<file path="config.mk">
export PLATFORM = sky130hd
export DESIGN_NAME = countdown_timer_bcd_flat
export DESIGN_NICKNAME = d
export VERILOG_FILES = /design/src/rtl/countdown_timer_bcd_if.sv /design/src/rtl/countdown_timer_bcd.sv /design/src/flat_wrapper.sv
export SDC_FILE = /design/constraint.sdc
export NUM_CORES = 1
export LEC_CHECK = 0
export CORE_AREA = 2 2 62 64
export CTS_BUF_LIST = sky130_fd_sc_hd__clkbuf_8
export CTS_CLUSTER_SIZE = 12
export DETAILED_ROUTE_END_ITERATION = 10
export DIE_AREA = 0 0 64 66
export PLACE_DENSITY = 0.81
export SYNTH_ARGS = -nofsm -noshare
export SYNTH_HDL_FRONTEND = slang
export SYNTH_SLANG_ARGS = --single-unit
</file>
<file path="constraint.sdc">
create_clock -name clk_in -period 2.77 [get_ports clk_in]
set_input_delay 0.554 -clock clk_in [delete_from_list [all_inputs] [get_ports clk_in]]
set_output_delay 0.554 -clock clk_in [all_outputs]
set_load 0.005 [all_outputs]
</file>
<file path="src/rtl/countdown_timer_bcd_if.sv">
// countdown_timer_bcd_if: control, preset and display signals of the BCD countdown timer
interface countdown_timer_bcd_if;
  logic       tick_src;
  logic       load;
  logic [7:0] preset_min;
  logic [7:0] preset_sec;
  logic       start;
  logic       pause;
  logic       clear;
  logic [7:0] min_bcd;
  logic [7:0] sec_bcd;
  logic       running;
  logic       done;
  logic       expired;
  modport master (
    output tick_src, load, preset_min, preset_sec, start, pause, clear,
    input  min_bcd, sec_bcd, running, done, expired
  );
  modport slave (
    input  tick_src, load, preset_min, preset_sec, start, pause, clear,
    output min_bcd, sec_bcd, running, done, expired
  );
endinterface

</file>
<file path="src/rtl/countdown_timer_bcd.sv">
// countdown_timer_bcd: MM:SS BCD countdown driven by rising edges of a 1 Hz wave
module countdown_timer_bcd #(
  parameter bit AUTO_RELOAD = 1'b0
) (
  input logic clk_in,
  input logic reset,
  countdown_timer_bcd_if.slave tmr
);
  localparam logic [1:0] IDLE    = 2'd0;
  localparam logic [1:0] RUN     = 2'd1;
  localparam logic [1:0] PAUSE   = 2'd2;
  localparam logic [1:0] EXPIRED = 2'd3;
  logic [1:0] state_q, state_d;
  logic [7:0] min_q, min_d, sec_q, sec_d, rmin_q, rmin_d, rsec_q, rsec_d;
  logic       tick_q, done_q, done_d;
  logic       sec_tick, nonzero, term;
  logic [7:0] min_nx, sec_nx, min_san, sec_san;
  logic [3:0] st_clamp;
  function automatic logic [3:0] nib9(input logic [3:0] n);
    return n > 4'd9 ? 4'd9 : n;
  endfunction
  function automatic logic [7:0] bcd_dec(input logic [7:0] v);
    return v[3:0] != 4'd0 ? v - 8'd1 : v[7:4] != 4'd0 ? {v[7:4] - 4'd1, 4'd9} : v;
  endfunction
  assign sec_tick = tmr.tick_src & ~tick_q;
  assign nonzero  = (min_q != 8'h00) || (sec_q != 8'h00);
  assign sec_nx   = sec_q != 8'h00 ? bcd_dec(sec_q) : (min_q != 8'h00 ? 8'h59 : sec_q);
  assign min_nx   = (sec_q == 8'h00) ? bcd_dec(min_q) : min_q;
  assign term     = nonzero && min_nx == 8'h00 && sec_nx == 8'h00;
  assign st_clamp = nib9(tmr.preset_sec[7:4]);
  assign min_san  = {nib9(tmr.preset_min[7:4]), nib9(tmr.preset_min[3:0])};
  assign sec_san  = {st_clamp > 4'd5 ? 4'd5 : st_clamp, nib9(tmr.preset_sec[3:0])};
  always_comb begin
    state_d = state_q;
    min_d   = min_q;
    sec_d   = sec_q;
    rmin_d  = rmin_q;
    rsec_d  = rsec_q;
    done_d  = 1'b0;
    if (tmr.clear) begin
      state_d = IDLE;
      min_d   = 8'h00;
      sec_d   = 8'h00;
      rmin_d  = 8'h00;
      rsec_d  = 8'h00;
    end else if (tmr.load && state_q != RUN) begin
      state_d = IDLE;
      min_d   = min_san;
      sec_d   = sec_san;
      rmin_d  = min_san;
      rsec_d  = sec_san;
    end else if (tmr.start && (state_q == IDLE || state_q == PAUSE) && nonzero) begin
      state_d = RUN;
    end else if (tmr.pause && state_q == RUN) begin
      state_d = PAUSE;
    end else if (sec_tick && state_q == RUN) begin
      // terminal count either reloads and keeps running, or parks at 00:00
      done_d  = term;
      min_d   = term && AUTO_RELOAD ? rmin_q : min_nx;
      sec_d   = term && AUTO_RELOAD ? rsec_q : sec_nx;
      state_d = term && !AUTO_RELOAD ? EXPIRED : RUN;
    end
  end
  always_ff @(posedge clk_in or posedge reset) begin
    if (reset) begin
      state_q <= IDLE;
      min_q   <= 8'h00;
      sec_q   <= 8'h00;
      rmin_q  <= 8'h00;
      rsec_q  <= 8'h00;
      tick_q  <= 1'b0;
      done_q  <= 1'b0;
    end else begin
      state_q <= state_d;
      min_q   <= min_d;
      sec_q   <= sec_d;
      rmin_q  <= rmin_d;
      rsec_q  <= rsec_d;
      tick_q  <= tmr.tick_src;
      done_q  <= done_d;
    end
  end
  assign tmr.min_bcd = min_q;
  assign tmr.sec_bcd = sec_q;
  assign tmr.running = state_q == RUN;
  assign tmr.expired = state_q == EXPIRED;
  assign tmr.done    = done_q;
endmodule
</file>
<file path="src/flat_wrapper.sv">
// flat-port wrapper written by rule: the top's interface ports become plain ports
module countdown_timer_bcd_flat 
#(
  parameter bit AUTO_RELOAD = 1'b0
)
  (clk_in, reset, tmr_tick_src, tmr_load, tmr_preset_min, tmr_preset_sec, tmr_start, tmr_pause, tmr_clear, tmr_min_bcd, tmr_sec_bcd, tmr_running, tmr_done, tmr_expired);
  countdown_timer_bcd_if tmr_i ();
  input logic clk_in;
  input logic reset;
  input wire logic [$bits(tmr_i.tick_src)-1:0] tmr_tick_src;
  input wire logic [$bits(tmr_i.load)-1:0] tmr_load;
  input wire logic [$bits(tmr_i.preset_min)-1:0] tmr_preset_min;
  input wire logic [$bits(tmr_i.preset_sec)-1:0] tmr_preset_sec;
  input wire logic [$bits(tmr_i.start)-1:0] tmr_start;
  input wire logic [$bits(tmr_i.pause)-1:0] tmr_pause;
  input wire logic [$bits(tmr_i.clear)-1:0] tmr_clear;
  output wire logic [$bits(tmr_i.min_bcd)-1:0] tmr_min_bcd;
  output wire logic [$bits(tmr_i.sec_bcd)-1:0] tmr_sec_bcd;
  output wire logic [$bits(tmr_i.running)-1:0] tmr_running;
  output wire logic [$bits(tmr_i.done)-1:0] tmr_done;
  output wire logic [$bits(tmr_i.expired)-1:0] tmr_expired;
  assign tmr_i.tick_src = tmr_tick_src;
  assign tmr_i.load = tmr_load;
  assign tmr_i.preset_min = tmr_preset_min;
  assign tmr_i.preset_sec = tmr_preset_sec;
  assign tmr_i.start = tmr_start;
  assign tmr_i.pause = tmr_pause;
  assign tmr_i.clear = tmr_clear;
  assign tmr_min_bcd = tmr_i.min_bcd;
  assign tmr_sec_bcd = tmr_i.sec_bcd;
  assign tmr_running = tmr_i.running;
  assign tmr_done = tmr_i.done;
  assign tmr_expired = tmr_i.expired;
  countdown_timer_bcd #(.AUTO_RELOAD(AUTO_RELOAD)) u_core (.clk_in(clk_in), .reset(reset), .tmr(tmr_i));
endmodule
</file>
-- Yosys cells after proc, flatten, opt, wreduce, memory -nomap -nowiden
Cells that the tools add are included.
W data, S select, Z words.
- $add $sub $neg: 4
- order comparisons: 5
- equal/unequal tests: 6
- muxes and demuxes: 33
- bitwise gates (word level): 2
- reductions and logical operators: 22
- operator list (cell ; count):
    $mux W8 ; 17
    $logic_not A8 Y1 ; 3
    $mux W4 ; 5
    $gt A4 B4 Y1 const B ; 4
    $reduce_bool A4 Y1 ; 4
    $reduce_bool A8 Y1 ; 2
    $sub A8 B1 Y8 const B ; 2
    $mux W2 ; 6
    $sub A4 B1 Y4 const B ; 2
    $logic_and A1 B1 Y1 ; 7
    $ne A3 B2 Y1 const B ; 2
    $mux W1 ; 5
    $reduce_bool A5 Y1 ; 1
    $eq A2 B2 Y1 const B ; 2
    $gt A4 B3 Y1 const B ; 1
    $reduce_and A3 Y1 ; 1
    $reduce_bool A3 Y1 ; 1
    $eq A2 B1 Y1 const B ; 1
    $logic_not A2 Y1 ; 1
    $logic_or A1 B1 Y1 ; 2
    $ne A2 B1 Y1 const B ; 1
    $and A1 B1 Y1 ; 1
    $not A1 Y1 ; 1
- bits in registers: 20
- bits of input ports: 23
- output and inout port bits: 19
- word-level logic and storage cells: 77

-- Longest topological paths before layout
- depth after elaboration: 13
- gate-level depth with buffers: 10
- depth with buffers taken out: 8

-- Worst setup path before layout
Ideal clock, no wire load.
- path kind: reg2reg
- start point: reg u_core.sec_q[4], in the netlist u_core.tmr.sec_bcd[4]
- end point: reg u_core.state_q[1]
- library setup time: 0.081 ns
- arrival time: 2.337 ns
- required time: 2.689 ns
- slack: 0.352 ns
- stages on the path, launching flop included: 9
- path buffers: 0
- period minus slack after synthesis: 2.418 ns
- cell sequence: dfrtp_1 -> inv_1 -> ha_1 -> or3b_2 -> nor2_8 -> nand4_2 -> o22a_1 -> or4b_1 -> o22ai_2
- word-level cells in the longest chain between the ends: 12
- elaborated cells on any way between the ends: 23
- classes of those cells: add/sub: 2; mux: 11; reduce/logical: 10
- ends and longest elaborated chain (element ; line ; text):
    start: declaration ; countdown_timer_bcd.sv:14 ; logic [7:0] min_q, min_d, sec_q, sec_d, rmin_q, rmin_d, rsec_q, rsec_d;
    start signal: assignment ; countdown_timer_bcd.sv:68 ; sec_q <= 8'h00;
    start signal: assignment ; countdown_timer_bcd.sv:76 ; sec_q <= sec_d;
    $sub A4 B1 Y4 or $reduce_bool A4 Y1 (tied branches) ; countdown_timer_bcd.sv:23 ; return v[3:0] != 4'd0 ? v - 8'd1 : v[7:4] != 4'd0 ? {v[7:4] - 4'd1, 4'd9} : v;
    $mux W8 (2 in a row) ; countdown_timer_bcd.sv:23 ;
    $mux W8 ; countdown_timer_bcd.sv:27 ; assign sec_nx = sec_q != 8'h00 ? bcd_dec(sec_q) : (min_q != 8'h00 ? 8'h59 : sec_q);
    $logic_not A8 Y1 ; countdown_timer_bcd.sv:29 ; assign term = nonzero && min_nx == 8'h00 && sec_nx == 8'h00;
    $logic_and A1 B1 Y1 ; countdown_timer_bcd.sv:29 ;
    $mux W2 ; countdown_timer_bcd.sv:61 ; state_d = term && !AUTO_RELOAD ? EXPIRED : RUN;
    $mux W2 ; countdown_timer_bcd.sv:56 ; end else if (sec_tick && state_q == RUN) begin
    $mux W2 ; countdown_timer_bcd.sv:54 ; end else if (tmr.pause && state_q == RUN) begin
    $mux W2 ; countdown_timer_bcd.sv:52 ; end else if (tmr.start && (state_q == IDLE || state_q == PAUSE) && nonzero) begin
    $mux W2 ; countdown_timer_bcd.sv:46 ; end else if (tmr.load && state_q != RUN) begin
    $mux W2 ; countdown_timer_bcd.sv:40 ; if (tmr.clear) begin
    end signal: assignment ; countdown_timer_bcd.sv:74 ; state_q <= state_d;
    end: declaration ; countdown_timer_bcd.sv:13 ; logic [1:0] state_q, state_d;
Several ways; a longest one is shown, not always the timed one. The select of a mux whose other input is x is not followed.
A chain may end at the register's enable or synchronous reset.

-- Worst setup path in the final report
Ends and elaborated chain as after synthesis.

==> results <==
## tightest hold or removal path: stages, from the launching register on
cell and delay, ps:
sky130_fd_sc_hd__dfrtp_1 460, sky130_fd_sc_hd__nand2_1 80, sky130_fd_sc_hd__o41ai_1 50
## cell usage after synthesis, drive strengths merged (2+ instances only)
cell / instances
nand2: 21
dfrtp: 20
inv: 16
o21ai: 16
a21oi: 15
nor2: 15
nor3: 10
clkbuf: 9
nand4: 7
buf: 6
a31oi: 5
ha: 5
nor3b: 5
nor4: 5
nand2b: 4
nand3: 4
o211ai: 4
or3b: 4
a211oi: 3
a22o: 3
and2: 3
mux2i: 3
o22a: 3
a2111oi: 2
a211o: 2
a311oi: 2
nand3b: 2
o211a: 2
o221ai: 2
o31ai: 2
or4: 2
## cell families (layout without fill, tap and decap cells)
| kind of cell | Yosys count | count (layout) | share of synthesized area |
|---|---|---|---|
| AO/OA/AOI/OAI | 74 | 74 | 0.291 |
| adder cells (fa/ha/maj) | 5 | 5 | 0.0346 |
| AND/OR/NAND/NOR | 90 | 90 | 0.293 |
| XOR/XNOR | 1 | 1 | 0.00485 |
| buffers and inverters | 31 | 75 | 0.0830 |
| flip-flops | 20 | 20 | 0.277 |
| multiplexers | 3 | 3 | 0.0166 |
## final cells by class
| type | instances | area share |
|---|---|---|
| well taps | 48 | 0.0253 |
| inverters | 16 | 0.0253 |
| multi-input cells | 173 | 0.498 |
| flip-flops and latches | 20 | 0.211 |
| repair buffers | 55 | 0.217 |
| clock buffers | 4 | 0.0232 |
## timing repair
item / 4_1_cts / 5_1_grt
gates resized for setup: 0 / 5
hold buffers: 0 / 0
setup endpoints to repair: 0 / 3
## report_power, final
group | leakage [nW] | switching, mW | internal [mW]
clock | 0.0288 | 0.104 | 0.127
combinational | 0.695 | 0.389 | 0.357
sequential | 0.263 | 0.0606 | 0.328
total | 0.987 | 0.554 | 0.812
## sequential cells by signal, indices dropped and copies added (netlist names)
name	cells
u_core.state_q	2
u_core.tick_q	1
u_core.tmr.done	1
u_core.tmr.min_bcd	8
u_core.tmr.sec_bcd	8
## worst paths after layout
check	startpoint	end	slack, ps	cells past startpoint
setup reg to reg	u_core.tmr.sec_bcd[4]$_DFFE_PP0P_	u_core.state_q[1]$_DFFE_PP0P_	190	8
hold reg to reg	u_core.tmr.sec_bcd[4]$_DFFE_PP0P_	u_core.tmr.sec_bcd[4]$_DFFE_PP0P_	620	2
hold / removal	u_core.tmr.sec_bcd[4]$_DFFE_PP0P_	u_core.tmr.sec_bcd[4]$_DFFE_PP0P_	620	2
setup / recovery	u_core.tmr.sec_bcd[4]$_DFFE_PP0P_	u_core.state_q[1]$_DFFE_PP0P_	190	8
min in group asynchronous	reset	u_core.tick_q$_DFF_PP0_	750	2
max in group asynchronous	reset	u_core.tmr.min_bcd[2]$_DFFE_PP0P_	1510	2
## cells in the final DEF, fill, tap and decap left out, types with 3 or more instances in the layout
cell type,netlist,final
sky130_fd_sc_hd__nor3_1,9,8
sky130_fd_sc_hd__or3b_4,1,3
sky130_fd_sc_hd__buf_4,2,14
sky130_fd_sc_hd__and2_1,3,3
sky130_fd_sc_hd__o211ai_1,3,3
sky130_fd_sc_hd__o21ai_0,16,16
sky130_fd_sc_hd__ha_1,5,5
sky130_fd_sc_hd__a211oi_1,3,3
sky130_fd_sc_hd__o22a_1,3,3
sky130_fd_sc_hd__nand2b_1,4,4
sky130_fd_sc_hd__nor2_1,14,14
sky130_fd_sc_hd__nand4_1,6,6
sky130_fd_sc_hd__dfrtp_1,20,20
sky130_fd_sc_hd__nor4_1,5,5
sky130_fd_sc_hd__a31oi_1,5,5
sky130_fd_sc_hd__a22o_1,3,3
sky130_fd_sc_hd__nand3_1,4,4
sky130_fd_sc_hd__mux2i_1,3,3
sky130_fd_sc_hd__a21oi_1,15,15
sky130_fd_sc_hd__nor3b_1,3,3
sky130_fd_sc_hd__inv_1,16,16
sky130_fd_sc_hd__nand2_1,21,21
sky130_fd_sc_hd__clkbuf_8,0,4
sky130_fd_sc_hd__clkdlybuf4s50_1,0,41
## layer usage
metal | global-route usage | share of wire | vias to the layer above
met5 | 0 | 0 | -
met4 | 0.0734 | 0.0096 | 0
met3 | 0.0528 | 0.11 | 7
met2 | 0.422 | 0.45 | 106
met1 | 0.373 | 0.44 | 890
li1 | - | - | 929
## metrics by stage
step	cells	power [mW]	utilization	cell area, µm²	setup WS (ps)
after global routing	316	1.47	0.668	2370	20.5
after CTS	316	1.33	0.663	2350	137
after floorplan	224	0.866	-	1810	352
after global placement	312	1.09	0.647	2300	245
final	316	1.37	0.668	2370	187
after detailed placement	312	1.10	0.647	2300	172
==> results.txt <==
The highest ir drop seen on vdd came out at between 200 and 250 µV. The sequential area share after synthesis came out at 0.277. The number of violations of the max-capacitance limit is 0.

The synthesized area per cell is between 8 and 9 µm². The leakage dissipation came out at 0.987 nW. The first TritonRoute pass finished after 5 iterations. The clock skew came out at ~2.8 ps.

The transition time at the pin with the least slew margin is about 810 ps. On the critical path, the stage with the largest delay is an instance of sky130_fd_sc_hd__or4b_1. During synthesis, Yosys emitted a total of 0 warnings. The cell area power density is 576 mW/mm². Pin placement for this block handled 42 I/O pins.

The later-pin clock latency in the skew report is between 200 and 300 ps. The gate count of the mapped netlist came out at around 220. The die area came out at about 0.0042 mm². Summing all multi-input logic gate instances after layout gives roughly 0.0012 mm².

The worst-path maximum fanout came out at 7. The number of placement rows came out at 22. The height of the die is approximately 66 µm. In this run the number of H-tree levels came out at 1.

Setup repair after global routing left no endpoint under its margin. The share of synthesized area in the top cell type comes to 0.277. The max-slew violation total from the final report is 0. The number of remaining DRC errors is 0. Summing all flip-flop and latch instances after layout gives roughly 500 µm². After synthesis, the cell types taking the most area are sky130_fd_sc_hd__dfrtp_1, sky130_fd_sc_hd__o21ai_0, sky130_fd_sc_hd__nand2_1. After synthesis the cells add up to 0.00181 mm². The synthesized design spends more area on one cell type than any other, namely sky130_fd_sc_hd__dfrtp_1.

The critical path is of the register to register type. The routed design could run at a clock period as short as around 2600 ps. Once detail routing completed, the nets flagged for antenna violations numbered 0. The flip-flop and latch count after synthesis came out at 20. The count of unique library cells instantiated by Yosys came out at 64. Of all flip-flops after synthesis, the portion carrying an async set or reset was 1.00.

Together, buffers and inverters on the worst path number 1. The delay of the slowest critical-path stage is 540 ps. The number of antenna diodes is 0. The arrival time of data at the critical path endpoint is roughly 2800 ps. CTS placed an instance of sky130_fd_sc_hd__clkbuf_8 at the clock tree root. The clock sink total is 20. The number of antenna violations at the first check in global routing is 0. The proportion of layout cells with a drive suffix above 1 is 0.123. STA classifies the critical path startpoint as a register.

Of the available clock period, the critical path in the final layout requires 0.932. In this run the worst hold path is classified as register to register. The final weighted congestion in routability-driven placement came out at ~1. The category of cells accounting for the largest share of critical-path delay is simple AND/OR/NAND/NOR gates. The number of vias in the routed layout came out at 1932. Fill cells in the final layout number about 290. The floorplan step defined a core boundary enclosing between 0.003 and 0.004 mm². The initial utilization of the core area, before any placement, comes to 0.509. The wire length of the first global-routing pass is ~8800 µm. TritonCTS built the clock tree. The via count of the first global-routing pass is between 1500 and 2000. The global-route usage over all layers is 0.268. The routed via count divided by cell count is 6.11. The worst relative slew slack came out at 0.457.

The post-detailed-routing wire length is roughly 5200 µm. Entering global routing, the biggest net connects 21 pins. Buffers inserted during clock tree synthesis total 3. Data on the critical path is required at its endpoint by a little under 3000 ps. The number of DRC violations after detailed-routing iteration 0 is 139. At the end of the flow, the number of nets in the layout was approximately 300. The total setup violations reported at the end of the flow is 0. The upper clock frequency limit is slightly below 400 MHz. The number of buffers inserted by port buffering came out at 41.

The detailed-placement wirelength estimate came out at around 3800 µm. The setup total negative slack is 0 ps. The final hold violation count came to 0. The number of enable-type register cells in the synthesized netlist came out at 0. The die extent in x came out at roughly 64 µm. In the synthesized netlist the dominant register cell turns out to be sky130_fd_sc_hd__dfrtp_1. The post-CTS setup repair buffer count came out at 0.

Final hold analysis gives a worst-case slack of 616 ps. The post-synthesis to final-layout area growth is 31.2%. The largest buffer count on any clock path is 2.

The overall overflow remaining after global route came out at 0. The critical path goes through inv_1 -> ha_1 -> or4bb_1 -> a31oi_1 -> a21bo_1 -> nand3b_1 -> or4b_1 -> o22ai_2. The clock slew seen by the registers of the worst setup and hold paths came out at around 80 ps. The number of nets in the synthesized netlist is between 200 and 300.

The run finished with clean final reports. After detailed routing, the average wire length per cell comes to roughly 17 µm. The worst setup path is captured at a register.
(Power assumes the default switching activity.)
==> RTL change 1 (same settings) <==
Put a register stage on the output `tmr.expired`, without a reset. The value now appears one clock later.
--- a/src/rtl/countdown_timer_bcd.sv
+++ b/src/rtl/countdown_timer_bcd.sv
@@ -83,6 +83,8 @@
   assign tmr.min_bcd = min_q;
   assign tmr.sec_bcd = sec_q;
   assign tmr.running = state_q == RUN;
-  assign tmr.expired = state_q == EXPIRED;
+  always_ff @(posedge clk_in) begin
+    tmr.expired <= state_q == EXPIRED;
+  end
   assign tmr.done    = done_q;
 endmodule
Function: changed (a bounded check fails within 4 cycles, from zero or initial values and one cycle with reset high).
==> RTL change 1 against the unedited design <==
  * Critical path depth grew 1
  * Sequential cell count is 1 higher
  * Critical endpoint unchanged
  * Combinational power shrank 20%
  * Final area barely moved
  * Total power fell by 14%
  * Wire length up 2.9%
  * Sequential power shrank 3%
  * Synthesized area is 3.0% lower
  * Highest routed layer unchanged
  * Cell count is 1.6% lower
  * Sequential share of layout area increased by 0.83 points
  * Worst setup slack lost 0.012 ns
  * Non-clock buffer count up 4
==> RTL change 1: results (changes against the unedited design) <==
run status=completed (unchanged); Max-slew headroom=0.3904 (was 0.4569); met2 Track Usage GR=0.4089 (was 0.4219); met2 wire length=2523 µm (was 2332 µm); HPWL Detailed=4132 µm (was 3832 µm); CP max stage cell=or4_4 (was or4b_1); final-layout non-clock buffer area share=0.2298 (was 0.2173); utilization after layout=0.6684 (was 0.6681); seq pwr=379 µW (was 389 µW); clk pwr=199 µW (was 231 µW); Net Sw Frac=0.3877 (was 0.4055); post-synthesis sequential area ratio=0.2969 (was 0.2768); Repair and plain buffers=59 (was 55); GPL Wtd Cong=0.9187 (was 1.028); Async SR Flop Fraction=0.9524 (was 1.000); Hold Path Stages=1 (was 2); overall global routing resource usage=0.2670 (was 0.2680); CP Max Fanout=5 (was 7); leakage=0.0009607 µW (was 0.0009874 µW); Fillers=306 (was 285); inverters=13 (was 16); worst vdd ir=0.0002892 V (was 0.0002462 V); top cells by count, synth=nor2_1 (24), dfrtp_1 (20), nand2_1 (17), nor3_1 (15) (was nand2_1 (21), dfrtp_1 (20), inv_1 (16), o21ai_0 (16), a21oi_1 (15)); WL per Instance=17.30 µm (was 16.55 µm); power share of the sequential group=0.322 (was 0.285); Seq area share=0.2193 (was 0.2110); layout cell share with drive strength beyond 1=0.1749 (was 0.1231); Seq Cell Count=21 (was 20); Avg Inst Size Synth=8.428 µm² (was 8.071 µm²); Place WS=0.1029 ns (was 0.1725 ns); via/cell ratio=6.212 (was 6.114); Syn Nets=236 (was 252); R2R depth=9 (was 8); WL met1=2348 µm (was 2293 µm); Clock buffer cells=3 (was 4); Clock buf/inv share=0.01898 (was 0.02321); DRT Pass-1 Iters=4 (was 5); largest cells by area after synthesis=dfrtp_1 (29%), nor2_1 (5.1%), nor3_1 (4.3%) (was dfrtp_1 (28%), o21ai_0 (4.4%), nand2_1 (4.4%)); Critical Path Max Stage Delay=0.52 ns (was 0.54 ns); global routing usage on met1=0.3884 (was 0.3734); Arrival @ worst endpoint=2.78 ns (was 2.77 ns)
[RTL change 1: worst paths after layout]
path,startpoint,end,slack [ns]
setup / recovery,u_core.tmr.min_bcd[4],u_core.state_q[1],0.17
hold / removal,u_core.state_q[1],u_core.tmr.expired,0.57
setup reg to reg,u_core.tmr.min_bcd[4],u_core.state_q[1],0.17
hold reg to reg,u_core.state_q[1],u_core.tmr.expired,0.57
max in group asynchronous,reset,u_core.state_q[0],1.54
min in group asynchronous,reset,u_core.tmr.min_bcd[3],0.73
[RTL change 1: timing repair]
item                       in CTS  in global routing
setup endpoints to repair       0                  2
setup buffers                   0                  0
resized for setup               0                  4
[RTL change 1: kinds of logic after synthesis]
kind of cell / Yosys count / synth area share
compound gates: 64 / 0.2748
buf+inv: 21 / 0.05496
simple gates: 91 / 0.3055
xor+xnor: 3 / 0.01499
flops: 21 / 0.2969
mux: 3 / 0.01713
fa+ha+maj: 5 / 0.03569
==> RTL change 2 (same settings) <==
Without the edit above. Make the reset (`reset`) synchronous in one clocked block.
--- a/src/rtl/countdown_timer_bcd.sv
+++ b/src/rtl/countdown_timer_bcd.sv
@@ -61,7 +61,7 @@
       state_d = term && !AUTO_RELOAD ? EXPIRED : RUN;
     end
   end
-  always_ff @(posedge clk_in or posedge reset) begin
+  always_ff @(posedge clk_in) begin
     if (reset) begin
       state_q <= IDLE;
       min_q   <= 8'h00;
Check against the original RTL: differs if reset is asserted again (counterexample within 4 cycles, from zero or initial values and one cycle with reset high); with reset held inactive, the same outputs for 10 cycles.
==> RTL change 2 against the unedited design <==
  * Final area down 7.5%
  * Largest cell class unchanged
  * Critical path depth rose by 1
  * Synthesized area down 11%
  * Fmax rose by 2.1%
  * Hold slack got worse by 0.048 ns
  * Wire length fell by 8.4%
  * Sequential share of layout area decreased by 2.8 points
  * Worst setup slack better by 0.052 ns
  * Utilization down 5.0 points
  * Critical endpoint is now u_core.tmr.done
  * Critical path type unchanged
  * Via count decreased by 6.1%
  * Sequential cell count unchanged
Power is not compared: it rests on default switching activity, and its combinational part moved more than twofold at a synthesized area within 25%.
==> RTL change 2: results (changes against the unedited design) <==
met2 Track Usage GR=0.4049 (was 0.4219); Fin Hold WS=0.5686 ns (was 0.6163 ns); CP max stage cell=or4_4 (was or4b_1); top cells by count, synth=nor2_1 (21), dfxtp_1 (20), a21oi_1 (17), nor3_1 (12), nand2_1 (11) (was nand2_1 (21), dfrtp_1 (20), inv_1 (16), o21ai_0 (16), a21oi_1 (15)); final-layout non-clock buffer area share=0.2384 (was 0.2173); Critical R2R Launch=u_core.tmr.sec_bcd[1] (was u_core.tmr.sec_bcd[4]); DRT iter0 DRCs=76 (was 139); Async SR Flop Fraction=0 (was 1.000); via count=1814 (was 1932); reg2reg end=u_core.tmr.done (was u_core.state_q[1]); Repair and plain buffers=56 (was 55); DRT Pass-1 Iters=4 (was 5); Avg Inst Size Synth=7.873 µm² (was 8.071 µm²); Seq Cell Count=20 (unchanged); Clock buf/inv share=0.02510 (was 0.02321); Area growth, synth to finish=35.89% (was 31.21%); most common flop cell mapped by yosys=dfxtp_1 (was dfrtp_1); CP Max Fanout=9 (was 7); R2R depth=9 (was 8); WL met1=1995 µm (was 2293 µm); overall global routing resource usage=0.2391 (was 0.2680); Fillers=304 (was 285); post-synthesis mux area share=0.02016 (was 0.01661); Num CTS Buffers=3 (unchanged); HPWL Detailed=3584 µm (was 3832 µm); largest net degree at the start of global routing=20 (was 21); DR WL met3=409 µm (was 553 µm); layout cell share with drive strength beyond 1=0.1417 (was 0.1231); Worst Max-Slew Pin Slew=0.5294 ns (was 0.8138 ns); Cell Area, Placed=2138 µm² (was 2298 µm²); vias in the first global route=1708 (was 1771); met3 Usage GRT=0.03407 (was 0.05281); fraction of area in multi-input gates=0.5094 (was 0.4979); clk_skew=0.005382 ns (was 0.002821 ns); Seq area share=0.1825 (was 0.2110); Worst R2R Setup Slack=0.24 ns (was 0.19 ns); routed wire length=4791 µm (was 5229 µm); Syn Nets=233 (was 252); Arrival @ worst endpoint=2.71 ns (was 2.77 ns); XOR/XNOR share of the synthesized area=0.01085 (was 0.004844); Critical Path Max Stage Delay=0.56 ns (was 0.54 ns); Synth cell types=63 (was 64); Place WS=0.1978 ns (was 0.1725 ns); inverters=10 (was 16); root buffer cell=clkbuf_8 (unchanged); run status=completed (unchanged); count of non-filler cells in the finished layout=302 (was 316); first-pass GRT wire length=7935 µm (was 8832 µm); Design Area, Final=2193 µm² (was 2372 µm²); nets=283 (was 297); met2 wire length=2304 µm (was 2332 µm); Hold EP=u_core.tmr.sec_bcd[7] (was u_core.tmr.sec_bcd[4]); Hold Crit Start=u_core.tmr.sec_bcd[7] (was u_core.tmr.sec_bcd[4]); #MultiIn Comb=164 (was 173); post-synthesis compound-gate area fraction=0.2628 (was 0.2907); Synth Area in Adders=0.03876 (was 0.03460); largest cells by area after synthesis=dfxtp_1 (25%), a21oi_1 (5.3%), nor2_1 (4.9%) (was dfrtp_1 (28%), o21ai_0 (4.4%), nand2_1 (4.4%))
-- RTL change 2: worst max path at each step --
stage | startpoint | end | slack, ns | depth (start not counted)
final | u_core.tmr.sec_bcd[1] | u_core.tmr.done | 0.24 | 9
after CTS | u_core.tmr.sec_bcd[1] | u_core.tmr.done | 0.24 | 9
after global routing | u_core.tmr.min_bcd[0] | u_core.tmr.done | 0.03 | 8
after global placement | u_core.tmr.sec_bcd[1] | u_core.tmr.done | 0.26 | 9
after floorplan | u_core.tmr.sec_bcd[0] | u_core.state_q[1] | 0.31 | 9
after detailed placement | tmr_tick_src | u_core.tmr.sec_bcd[6] | 0.20 | 6
-- RTL change 2: where the power goes --
part           switching (µW)  total, µW  leakage [µW]  internal [µW]
Sequential               14.5        311      0.000163            296
Clock                     102        228     0.0000288            127
Combinational             125        249      0.000602            124
Total                     241        788      0.000794            547
